`config.mk`:
```
export PLATFORM = sky130hd
export DESIGN_NAME = parking_lot_ctrl_flat
export DESIGN_NICKNAME = d
export VERILOG_FILES = /design/src/rtl/parking_lot_if.sv /design/src/rtl/parking_lot_ctrl.sv /design/src/flat_wrapper.sv
export SDC_FILE = /design/constraint.sdc
export NUM_CORES = 1
export LEC_CHECK = 0
export ABC_AREA = 0
export CAP_MARGIN = 0
export CORE_ASPECT_RATIO = 0.5
export CORE_MARGIN = 2
export CORE_UTILIZATION = 56
export CTS_BUF_LIST = sky130_fd_sc_hd__clkbuf_16
export DETAILED_ROUTE_END_ITERATION = 8
export PLACE_DENSITY = 0.82
export SYNTH_ARGS = -nofsm -noshare
export SYNTH_HDL_FRONTEND = slang
export SYNTH_SLANG_ARGS = --single-unit
```
`constraint.sdc`:
```
create_clock -name clk -period 3.65 [get_ports clk]
set_input_delay 0.5475 -clock clk [delete_from_list [all_inputs] [get_ports clk]]
set_output_delay 0.5475 -clock clk [all_outputs]
set_load 0.05 [all_outputs]
```
`src/rtl/parking_lot_if.sv`:
```
// Request/status bundle between the sensor debouncers (master) and the
// parking controller (slave).
//
// Handshake: entry_req and exit_req are single-cycle pulses with no ready
// signal.  The controller samples them only while it is idle and answers one
// cycle later with exactly one of entry_ack/entry_rej or exit_ack/exit_err.
// A request that gets no answer was dropped because the door was busy.
interface parking_lot_if #(
   parameter int LEVELS = 4,
   parameter int SLOTS  = 8
);
   localparam int LW = (LEVELS > 1) ? $clog2(LEVELS) : 1;
   localparam int TW = $clog2(LEVELS * SLOTS + 1);

   logic              entry_req;
   logic              exit_req;
   logic [LW-1:0]     exit_level;
   logic              door_open;
   logic              full;
   logic [LEVELS-1:0] level_full;
   logic [LW-1:0]     assigned_level;
   logic [TW-1:0]     occupancy;
   logic              entry_ack;
   logic              entry_rej;
   logic              exit_ack;
   logic              exit_err;
   logic [1:0]        state;

   modport master (
      output entry_req, exit_req, exit_level,
      input  door_open, full, level_full, assigned_level, occupancy,
      input  entry_ack, entry_rej, exit_ack, exit_err, state
   );

   modport slave (
      input  entry_req, exit_req, exit_level,
      output door_open, full, level_full, assigned_level, occupancy,
      output entry_ack, entry_rej, exit_ack, exit_err, state
   );
endinterface

```
`src/rtl/parking_lot_ctrl.sv`:
```
// Multi-level parking controller: allocates entering cars to the lowest level
// with a free slot, tracks per-level and total occupancy, and runs a timed door.
module parking_lot_ctrl #(
   parameter int LEVELS      = 4,
   parameter int SLOTS       = 8,
   parameter int DOOR_CYCLES = 1000
) (
   input logic           clk,
   input logic           reset,
   parking_lot_if.slave  bus
);
   localparam int LW  = (LEVELS > 1) ? $clog2(LEVELS) : 1;
   localparam int CW  = $clog2(SLOTS + 1);
   localparam int TW  = $clog2(LEVELS * SLOTS + 1);
   localparam int TMW = (DOOR_CYCLES > 1) ? $clog2(DOOR_CYCLES) : 1;

   localparam logic [TW-1:0]  TOTAL = TW'(LEVELS * SLOTS);
   localparam logic [CW-1:0]  CAP   = CW'(SLOTS);
   // The door is already open during the cycle the timer is loaded, so it
   // counts down from DOOR_CYCLES-1 and closes on the edge after reaching 0.
   localparam logic [TMW-1:0] TLOAD = TMW'(DOOR_CYCLES - 1);

   typedef enum logic [1:0] {
      IDLE       = 2'd0,
      ENTRY_OPEN = 2'd1,
      EXIT_OPEN  = 2'd2
   } state_t;

   state_t         r_state;
   logic [TMW-1:0] r_timer;
   logic           r_door;
   logic [LW-1:0]  r_assigned;
   logic           r_entry_ack;
   logic           r_entry_rej;
   logic           r_exit_ack;
   logic           r_exit_err;
   logic [CW-1:0]  r_count [LEVELS];
   logic [TW-1:0]  r_occupancy;

   logic              w_free_found;
   logic [LW-1:0]     w_free_idx;
   logic [CW-1:0]     w_exit_cnt;
   logic              w_exit_ok;
   logic              w_full;
   logic              w_do_entry;
   logic              w_do_exit;
   logic [LEVELS-1:0] w_level_full;

   // Lowest-numbered level that still has a free slot (scan high to low so
   // the last hit, the lowest index, wins).
   always_comb begin
      w_free_found = 1'b0;
      w_free_idx   = '0;
      for (int i = LEVELS - 1; i >= 0; i--) begin
         if (r_count[i] != CAP) begin
            w_free_found = 1'b1;
            w_free_idx   = LW'(i);
         end
      end
   end

   // Count on the exiting level; an out-of-range level matches nothing and
   // reads as 0, so it falls into the same error path as an empty level.
   always_comb begin
      w_exit_cnt = '0;
      for (int i = 0; i < LEVELS; i++) begin
         if (bus.exit_level == LW'(i)) w_exit_cnt = r_count[i];
      end
   end

   // Per-level full flags decoded from the registered counters.
   always_comb begin
      w_level_full = '0;
      for (int i = 0; i < LEVELS; i++) begin
         w_level_full[i] = (r_count[i] == CAP);
      end
   end

   assign w_exit_ok  = (w_exit_cnt != '0);
   assign w_full     = (r_occupancy == TOTAL);
   // Exit has priority over a simultaneous entry; requests outside IDLE drop.
   assign w_do_exit  = (r_state == IDLE) && bus.exit_req && w_exit_ok;
   assign w_do_entry = (r_state == IDLE) && !bus.exit_req && bus.entry_req && w_free_found;

   // Level counters and total occupancy, moved by exactly one per accepted event.
   always_ff @(posedge clk or posedge reset) begin
      if (reset) begin
         for (int i = 0; i < LEVELS; i++) r_count[i] <= '0;
         r_occupancy <= '0;
      end else begin
         for (int i = 0; i < LEVELS; i++) begin
            if (w_do_exit && (bus.exit_level == LW'(i))) begin
               r_count[i] <= r_count[i] - 1'b1;
            end else if (w_do_entry && (w_free_idx == LW'(i))) begin
               r_count[i] <= r_count[i] + 1'b1;
            end
         end
         if (w_do_exit) begin
            r_occupancy <= r_occupancy - 1'b1;
         end else if (w_do_entry) begin
            r_occupancy <= r_occupancy + 1'b1;
         end
      end
   end

   // Gate FSM with registered door, status pulses and assigned level.
   always_ff @(posedge clk or posedge reset) begin
      if (reset) begin
         r_state     <= IDLE;
         r_timer     <= '0;
         r_door      <= 1'b0;
         r_assigned  <= '0;
         r_entry_ack <= 1'b0;
         r_entry_rej <= 1'b0;
         r_exit_ack  <= 1'b0;
         r_exit_err  <= 1'b0;
      end else begin
         r_entry_ack <= 1'b0;
         r_entry_rej <= 1'b0;
         r_exit_ack  <= 1'b0;
         r_exit_err  <= 1'b0;
         case (r_state)
            IDLE: begin
               if (bus.exit_req) begin
                  if (w_exit_ok) begin
                     r_exit_ack <= 1'b1;
                     r_state    <= EXIT_OPEN;
                     r_door     <= 1'b1;
                     r_timer    <= TLOAD;
                  end else begin
                     r_exit_err <= 1'b1;
                  end
               end else if (bus.entry_req) begin
                  if (w_free_found) begin
                     r_entry_ack <= 1'b1;
                     r_assigned  <= w_free_idx;
                     r_state     <= ENTRY_OPEN;
                     r_door      <= 1'b1;
                     r_timer     <= TLOAD;
                  end else begin
                     r_entry_rej <= 1'b1;
                  end
               end
            end
            ENTRY_OPEN, EXIT_OPEN: begin
               if (r_timer == '0) begin
                  r_state <= IDLE;
                  r_door  <= 1'b0;
               end else begin
                  r_timer <= r_timer - 1'b1;
               end
            end
            default: begin
               r_state <= IDLE;
               r_door  <= 1'b0;
               r_timer <= '0;
            end
         endcase
      end
   end

   assign bus.door_open      = r_door;
   assign bus.full           = w_full;
   assign bus.level_full     = w_level_full;
   assign bus.assigned_level = r_assigned;
   assign bus.occupancy      = r_occupancy;
   assign bus.entry_ack      = r_entry_ack;
   assign bus.entry_rej      = r_entry_rej;
   assign bus.exit_ack       = r_exit_ack;
   assign bus.exit_err       = r_exit_err;
   assign bus.state          = r_state;
endmodule

```
`src/flat_wrapper.sv`:
```
// flat-port wrapper written by rule: the top's interface ports become plain ports
module parking_lot_ctrl_flat 
#(
   parameter int LEVELS      = 4,
   parameter int SLOTS       = 8,
   parameter int DOOR_CYCLES = 1000
)
  (clk, reset, bus_entry_req, bus_exit_req, bus_exit_level, bus_door_open, bus_full, bus_level_full, bus_assigned_level, bus_occupancy, bus_entry_ack, bus_entry_rej, bus_exit_ack, bus_exit_err, bus_state);
  parking_lot_if #(.LEVELS(LEVELS), .SLOTS(SLOTS)) bus_i ();
  input logic clk;
  input logic reset;
  input wire logic [$bits(bus_i.entry_req)-1:0] bus_entry_req;
  input wire logic [$bits(bus_i.exit_req)-1:0] bus_exit_req;
  input wire logic [$bits(bus_i.exit_level)-1:0] bus_exit_level;
  output wire logic [$bits(bus_i.door_open)-1:0] bus_door_open;
  output wire logic [$bits(bus_i.full)-1:0] bus_full;
  output wire logic [$bits(bus_i.level_full)-1:0] bus_level_full;
  output wire logic [$bits(bus_i.assigned_level)-1:0] bus_assigned_level;
  output wire logic [$bits(bus_i.occupancy)-1:0] bus_occupancy;
  output wire logic [$bits(bus_i.entry_ack)-1:0] bus_entry_ack;
  output wire logic [$bits(bus_i.entry_rej)-1:0] bus_entry_rej;
  output wire logic [$bits(bus_i.exit_ack)-1:0] bus_exit_ack;
  output wire logic [$bits(bus_i.exit_err)-1:0] bus_exit_err;
  output wire logic [$bits(bus_i.state)-1:0] bus_state;
  assign bus_i.entry_req = bus_entry_req;
  assign bus_i.exit_req = bus_exit_req;
  assign bus_i.exit_level = bus_exit_level;
  assign bus_door_open = bus_i.door_open;
  assign bus_full = bus_i.full;
  assign bus_level_full = bus_i.level_full;
  assign bus_assigned_level = bus_i.assigned_level;
  assign bus_occupancy = bus_i.occupancy;
  assign bus_entry_ack = bus_i.entry_ack;
  assign bus_entry_rej = bus_i.entry_rej;
  assign bus_exit_ack = bus_i.exit_ack;
  assign bus_exit_err = bus_i.exit_err;
  assign bus_state = bus_i.state;
  parking_lot_ctrl #(.LEVELS(LEVELS), .SLOTS(SLOTS), .DOOR_CYCLES(DOOR_CYCLES)) u_core (.clk(clk), .reset(reset), .bus(bus_i));
endmodule
```
### After elaboration in Yosys (flattened, before gate mapping)

Index checks and enable logic that the tools add are counted.
Widths: inputs -> output; s select.

* add/sub/neg operators: 11
* equality and inequality tests: 22
* muxes and demuxes: 54
* bitwise operators: 1
* reductions and logical operators: 28

Operators by type and width (number)
* $mux 10: 5
* $mux 4: 12
* $mux 1: 23
* $pmux 10 s2: 1
* $mux 2: 9
* $add 4x1->4 const B: 4
* $eq 4x4->1 const B: 4
* $ne 4x4->1 const B: 4
* $sub 4x1->4 const B: 4
* $logic_and 1x1->1: 13
* $mux 6: 2
* $reduce_and 4->1: 3
* $eq 2x2->1 const B: 5
* $logic_not 10->1: 1
* $reduce_bool 2->1: 5
* $sub 10x1->10 const B: 1
* $add 6x1->6 const B: 1
* $eq 2x1->1 const B: 3
* $eq 6x6->1 const B: 1
* $logic_not 2->1: 3
* $ne 3x2->1 const B: 2
* $sub 6x1->6 const B: 1
* $pmux 2 s2: 1
* $reduce_bool 4->1: 1
* 7 further kinds: 7

* bits in registers: 41
* bits of input ports: 6
* output and inout port bits: 20
* logic and storage cells: 129

### Logic depth before layout (Yosys ltp)

* depth after elaboration: 9
* gate-level depth with buffers: 12
* gate-level depth less buffers: 10

### Least setup slack after synthesis

Ideal clock, no wire load.

* kind: register to output
* from: register u_core.r_occupancy[2] (netlist: u_core.bus.occupancy[2])
* to: output bus_full
* arrival time: 2.701 ns
* required time: 3.102 ns
* setup slack: 0.402 ns
* cell stages (with the launch flop): 3
* path buffers: 0
* cells stage by stage: dfrtp_1 > or3_1 > nor4b_1

* longest elaborated chain between the ends: 1

RTL lines
* start: declaration: line parking_lot_ctrl.sv:38 `logic [TW-1:0] r_occupancy;`
* start signal: assignment: line parking_lot_ctrl.sv:99 `r_occupancy <= r_occupancy - 1'b1;`
* start signal: assignment: line parking_lot_ctrl.sv:101 `r_occupancy <= r_occupancy + 1'b1;`
* $eq 6x6->1: line parking_lot_ctrl.sv:80 `assign w_full = (r_occupancy == TOTAL);`
* end: declaration: line flat_wrapper.sv:16 `output wire logic [$bits(bus_i.full)-1:0] bus_full;`

No other way between the ends.

### Worst setup path after layout

* from: input bus_exit_level[1]
* to: register u_core.r_occupancy[4] (netlist: u_core.bus.occupancy[4])

* longest elaborated chain between the ends: 8
* elaborated cells between the ends (all ways): 12
* those cells by class: eq/ne (3); mux (5); reduce/logical (4)

RTL lines
* start: declaration: line flat_wrapper.sv:14 `input wire logic [$bits(bus_i.exit_level)-1:0] bus_exit_level;`
* $logic_not 2->1: line parking_lot_ctrl.sv:67 `if (bus.exit_level == LW'(i)) w_exit_cnt = r_count[i];`
* $mux 4 (3 in series): line parking_lot_ctrl.sv:67
* $mux 4 (*): line parking_lot_ctrl.sv:67
* $reduce_bool 4->1 (*): line parking_lot_ctrl.sv:79 `assign w_exit_ok = (w_exit_cnt != '0);`
* $logic_and 1x1->1 (*): line parking_lot_ctrl.sv:82 `assign w_do_exit = (r_state == IDLE) && bus.exit_req && w_exit_ok;`
* $mux 6 / $reduce_bool 2->1 (equally long branches)

Every way passes the cells marked *; elsewhere a longest branch is shown, timed or not.
A chain may end at the register's enable or synchronous reset.

==> impl_metrics.env <==
export IMPL_wirelength_um=5300
export IMPL_slew_violations=0
export IMPL_p_leak_uw=0.00124
export IMPL_max_vdd_ir_drop_mv=0.477
export IMPL_dpl_hpwl_um=3780
export IMPL_fin_area_mm2=0.00287
export IMPL_hold_violations=0
export IMPL_synthDistinctLibCells=54
export IMPL_cts_max_level=2
export IMPL_hold_buffers=0
export IMPL_ctsLongestPathBuffers=2
export IMPL_avgRoutedWirePerCell_um=16.5
export IMPL_fin_crit_sh=0.882
export IMPL_required_ns=3.85
export IMPL_synth_fp_nets=253
export IMPL_power_total_uw=2760
export IMPL_yosysTopAreaCell="dfrtp_1"
export IMPL_cts_sinks=41
export IMPL_r2r_cells=8
export IMPL_grt_pass1_vias=1863
export IMPL_clk_pin_slew_ns=0.06
export IMPL_cts_setup_buffers=0
export IMPL_synth_area_leaders="dfrtp_1 42%, xor2_1 6.5%, ha_1 4.1%"
export IMPL_critPathKind="input pin to register"
export IMPL_drt_iter0_drc=111
export IMPL_dieArea_mm2=0.00494
export IMPL_gp_congestion=0.803
export IMPL_period_needed_ns=3.22
export IMPL_synthArstFlopShare=1.00
export IMPL_rsz0062_at_grt="false"
export IMPL_seqPwrFrac=0.340
export IMPL_fin_worst_skew_ns=0.00330
export IMPL_grt_usage=0.223
export IMPL_vias=1957
export IMPL_yosys_warnings=0
export IMPL_drive_gt1_frac=0.109
export IMPL_grt_overflow_total=0
export IMPL_cts_root_buf="clkbuf_16"
export IMPL_cts_tree="yes"
export IMPL_start_util=0.604
export IMPL_yosysMostFrequentCell="dfrtp_1"
export IMPL_p_int_uw=1460
export IMPL_start_kind="input pin"
export IMPL_syn_avg_cell_area_um2=10.2
export IMPL_diodes=0
export IMPL_utilization=0.710
export IMPL_antenna_found_initial=0
export IMPL_fmax_mhz=311
export IMPL_status="finished, final reports clean"
export IMPL_synth_common_cells="41 x dfrtp_1, 22 x nor2_1, 18 x xor2_1"
export IMPL_vias_per_cell=6.10
export IMPL_finalSetupTns_ns=0
export IMPL_setup_viol=0
export IMPL_syn_to_final_growth_pct=17.6
export IMPL_netlist_instances=239
export IMPL_synth_ff_type="dfrtp_1"
export IMPL_cts_made_buffers=5
export IMPL_setup_ws_ns=0.432
export IMPL_pre_cts_ws_ns=0.170
export IMPL_cap_viol_max_count=0
export IMPL_swShare=0.471
export IMPL_holdCritPathClass="register to register"
export IMPL_dieHeight_um=50.7
export IMPL_worstPathArrival_ns=3.42
export IMPL_tightest_slew_ns=0.648
export IMPL_p_switching_uw=1300
export IMPL_netlist_area_mm2=0.00244
export IMPL_end_kind="register"
export IMPL_power_density_mw_per_mm2=961
export IMPL_pin_count=26
export IMPL_grt_max_degree=42
export IMPL_cts_resized=0
export IMPL_synth_top_area_share=0.420
export IMPL_route_detailed_drc=0
export IMPL_synth_edff_count=0
export IMPL_synth_seq_cells=41
export IMPL_clkLatencyLatePin_ns=0.27
export IMPL_layout_nets=282
export IMPL_hold_depth=1
export IMPL_core_area_mm2=0.00404
export IMPL_rows=16
export IMPL_placed_area_mm2=0.00274
export IMPL_pwr_share_clk=0.147
export IMPL_relSlewSlack=0.564
export IMPL_combinationalPowerShare=0.513
export IMPL_fillCellCount=286
export IMPL_drtAntennaViolNets=0
export IMPL_synth_yosys_seq_area_share=0.420
export IMPL_grt_pass1_wl_um=8910
export IMPL_die_x_um=97.4
export IMPL_numPortBuffers=25
export IMPL_firstDrtPassIters=4
export IMPL_cp_max_fo=14
-- power by group through the flow --
stage,clock (µW),sequential [µW],combinational [µW]
after floorplan,0,1120,840
after global placement,0,927,1350
after detailed placement,0,939,1410
after CTS,409,934,1410
after global routing,432,971,1530
final,406,939,1410
-- registers in the layout (all words and copies together) (netlist names) --
register / cells
u_core.bus.exit_err: 1
u_core.bus.occupancy: 6
u_core.bus.exit_ack: 1
u_core.r_timer: 10
u_core.bus.entry_rej: 1
u_core.bus.assigned_level: 2
u_core.bus.entry_ack: 1
u_core.bus.door_open: 1
u_core.r_count: 16
u_core.bus.state: 2
-- metal layers --
| metal | share of wire | routed length (µm) | track usage |
|---|---|---|---|
| met5 | 0 | 0 | 0 |
| met4 | 0.0047 | 25 | 0.0509 |
| met3 | 0.039 | 207 | 0.0418 |
| met2 | 0.49 | 2600 | 0.363 |
| met1 | 0.47 | 2470 | 0.313 |
-- critical path: stages --
cell and delay [ns]:
clkdlybuf4s50_1 0.71, nor4b_1 0.52, a22oi_4 0.19, nand4_2 0.33, xnor2_1 0.13, ha_1 0.24
or4_1 0.39, o21ai_0 0.19, xor2_1 0.16
-- stage by stage --
stage | cells | hold slack [ns]
3_3_place_gp | 315 | 0.471
5_1_grt | 321 | 0.511
4_1_cts | 321 | 0.493
3_5_place_dp | 315 | 0.483
6_report | 321 | 0.486
2_1_floorplan | 239 | 0.456
-- placed cells by master, fill, tap and decap left out, types with 3 or more instances in the layout --
master,n
nand2_1,12
a31oi_1,6
dfrtp_1,41
mux2_2,5
o31ai_1,5
buf_4,3
nand2b_1,5
o41ai_1,3
nor3_1,6
xor2_1,18
a21oi_1,11
nand3_1,3
clkbuf_16,5
nor4b_1,3
nand4_1,7
clkdlybuf4s50_1,25
inv_1,10
or3_1,3
o21ai_0,17
a22o_1,3
xnor2_1,3
nor2_1,22
nor4_1,4
ha_1,8
-- cell type report --
cell class	count	area, µm²	area share
clock buffer	5	125	0.0436
clock inverter	1	5.00	0.00174
inverter	12	45.0	0.0157
multi-input combinational	180	1330	0.463
sequential	41	1030	0.357
tap	54	67.6	0.0235
timing repair buffer	28	273	0.0950
-- final timing paths --
| check | endpoint | slack, ns | start |
|---|---|---|---|
| worst max-delay path | u_core.bus.occupancy[4] | 0.43 | bus_exit_level[1] |
| min in group asynchronous | u_core.r_timer[8] | 0.71 | reset |
| max in group asynchronous | u_core.bus.exit_ack | 2.58 | reset |
| worst min-delay path | u_core.bus.occupancy[5] | 0.49 | u_core.bus.occupancy[5] |
| worst min register to register | u_core.bus.occupancy[5] | 0.49 | u_core.bus.occupancy[5] |
| worst max register to register | u_core.bus.occupancy[4] | 0.92 | u_core.r_count[0] |
-- kinds of logic (layout without fill, tap and decap cells) --
family / Yosys count / in the layout / share of synthesized area
compound gates: 61 / 61 / 0.190
xor+xnor: 21 / 21 / 0.0753
buf+inv: 18 / 46 / 0.0353
fa+ha+maj: 8 / 8 / 0.0410
mux: 7 / 7 / 0.0312
flops: 41 / 41 / 0.420
simple gates: 83 / 83 / 0.207
No activity file was read; power rests on OpenSTA's default activity.
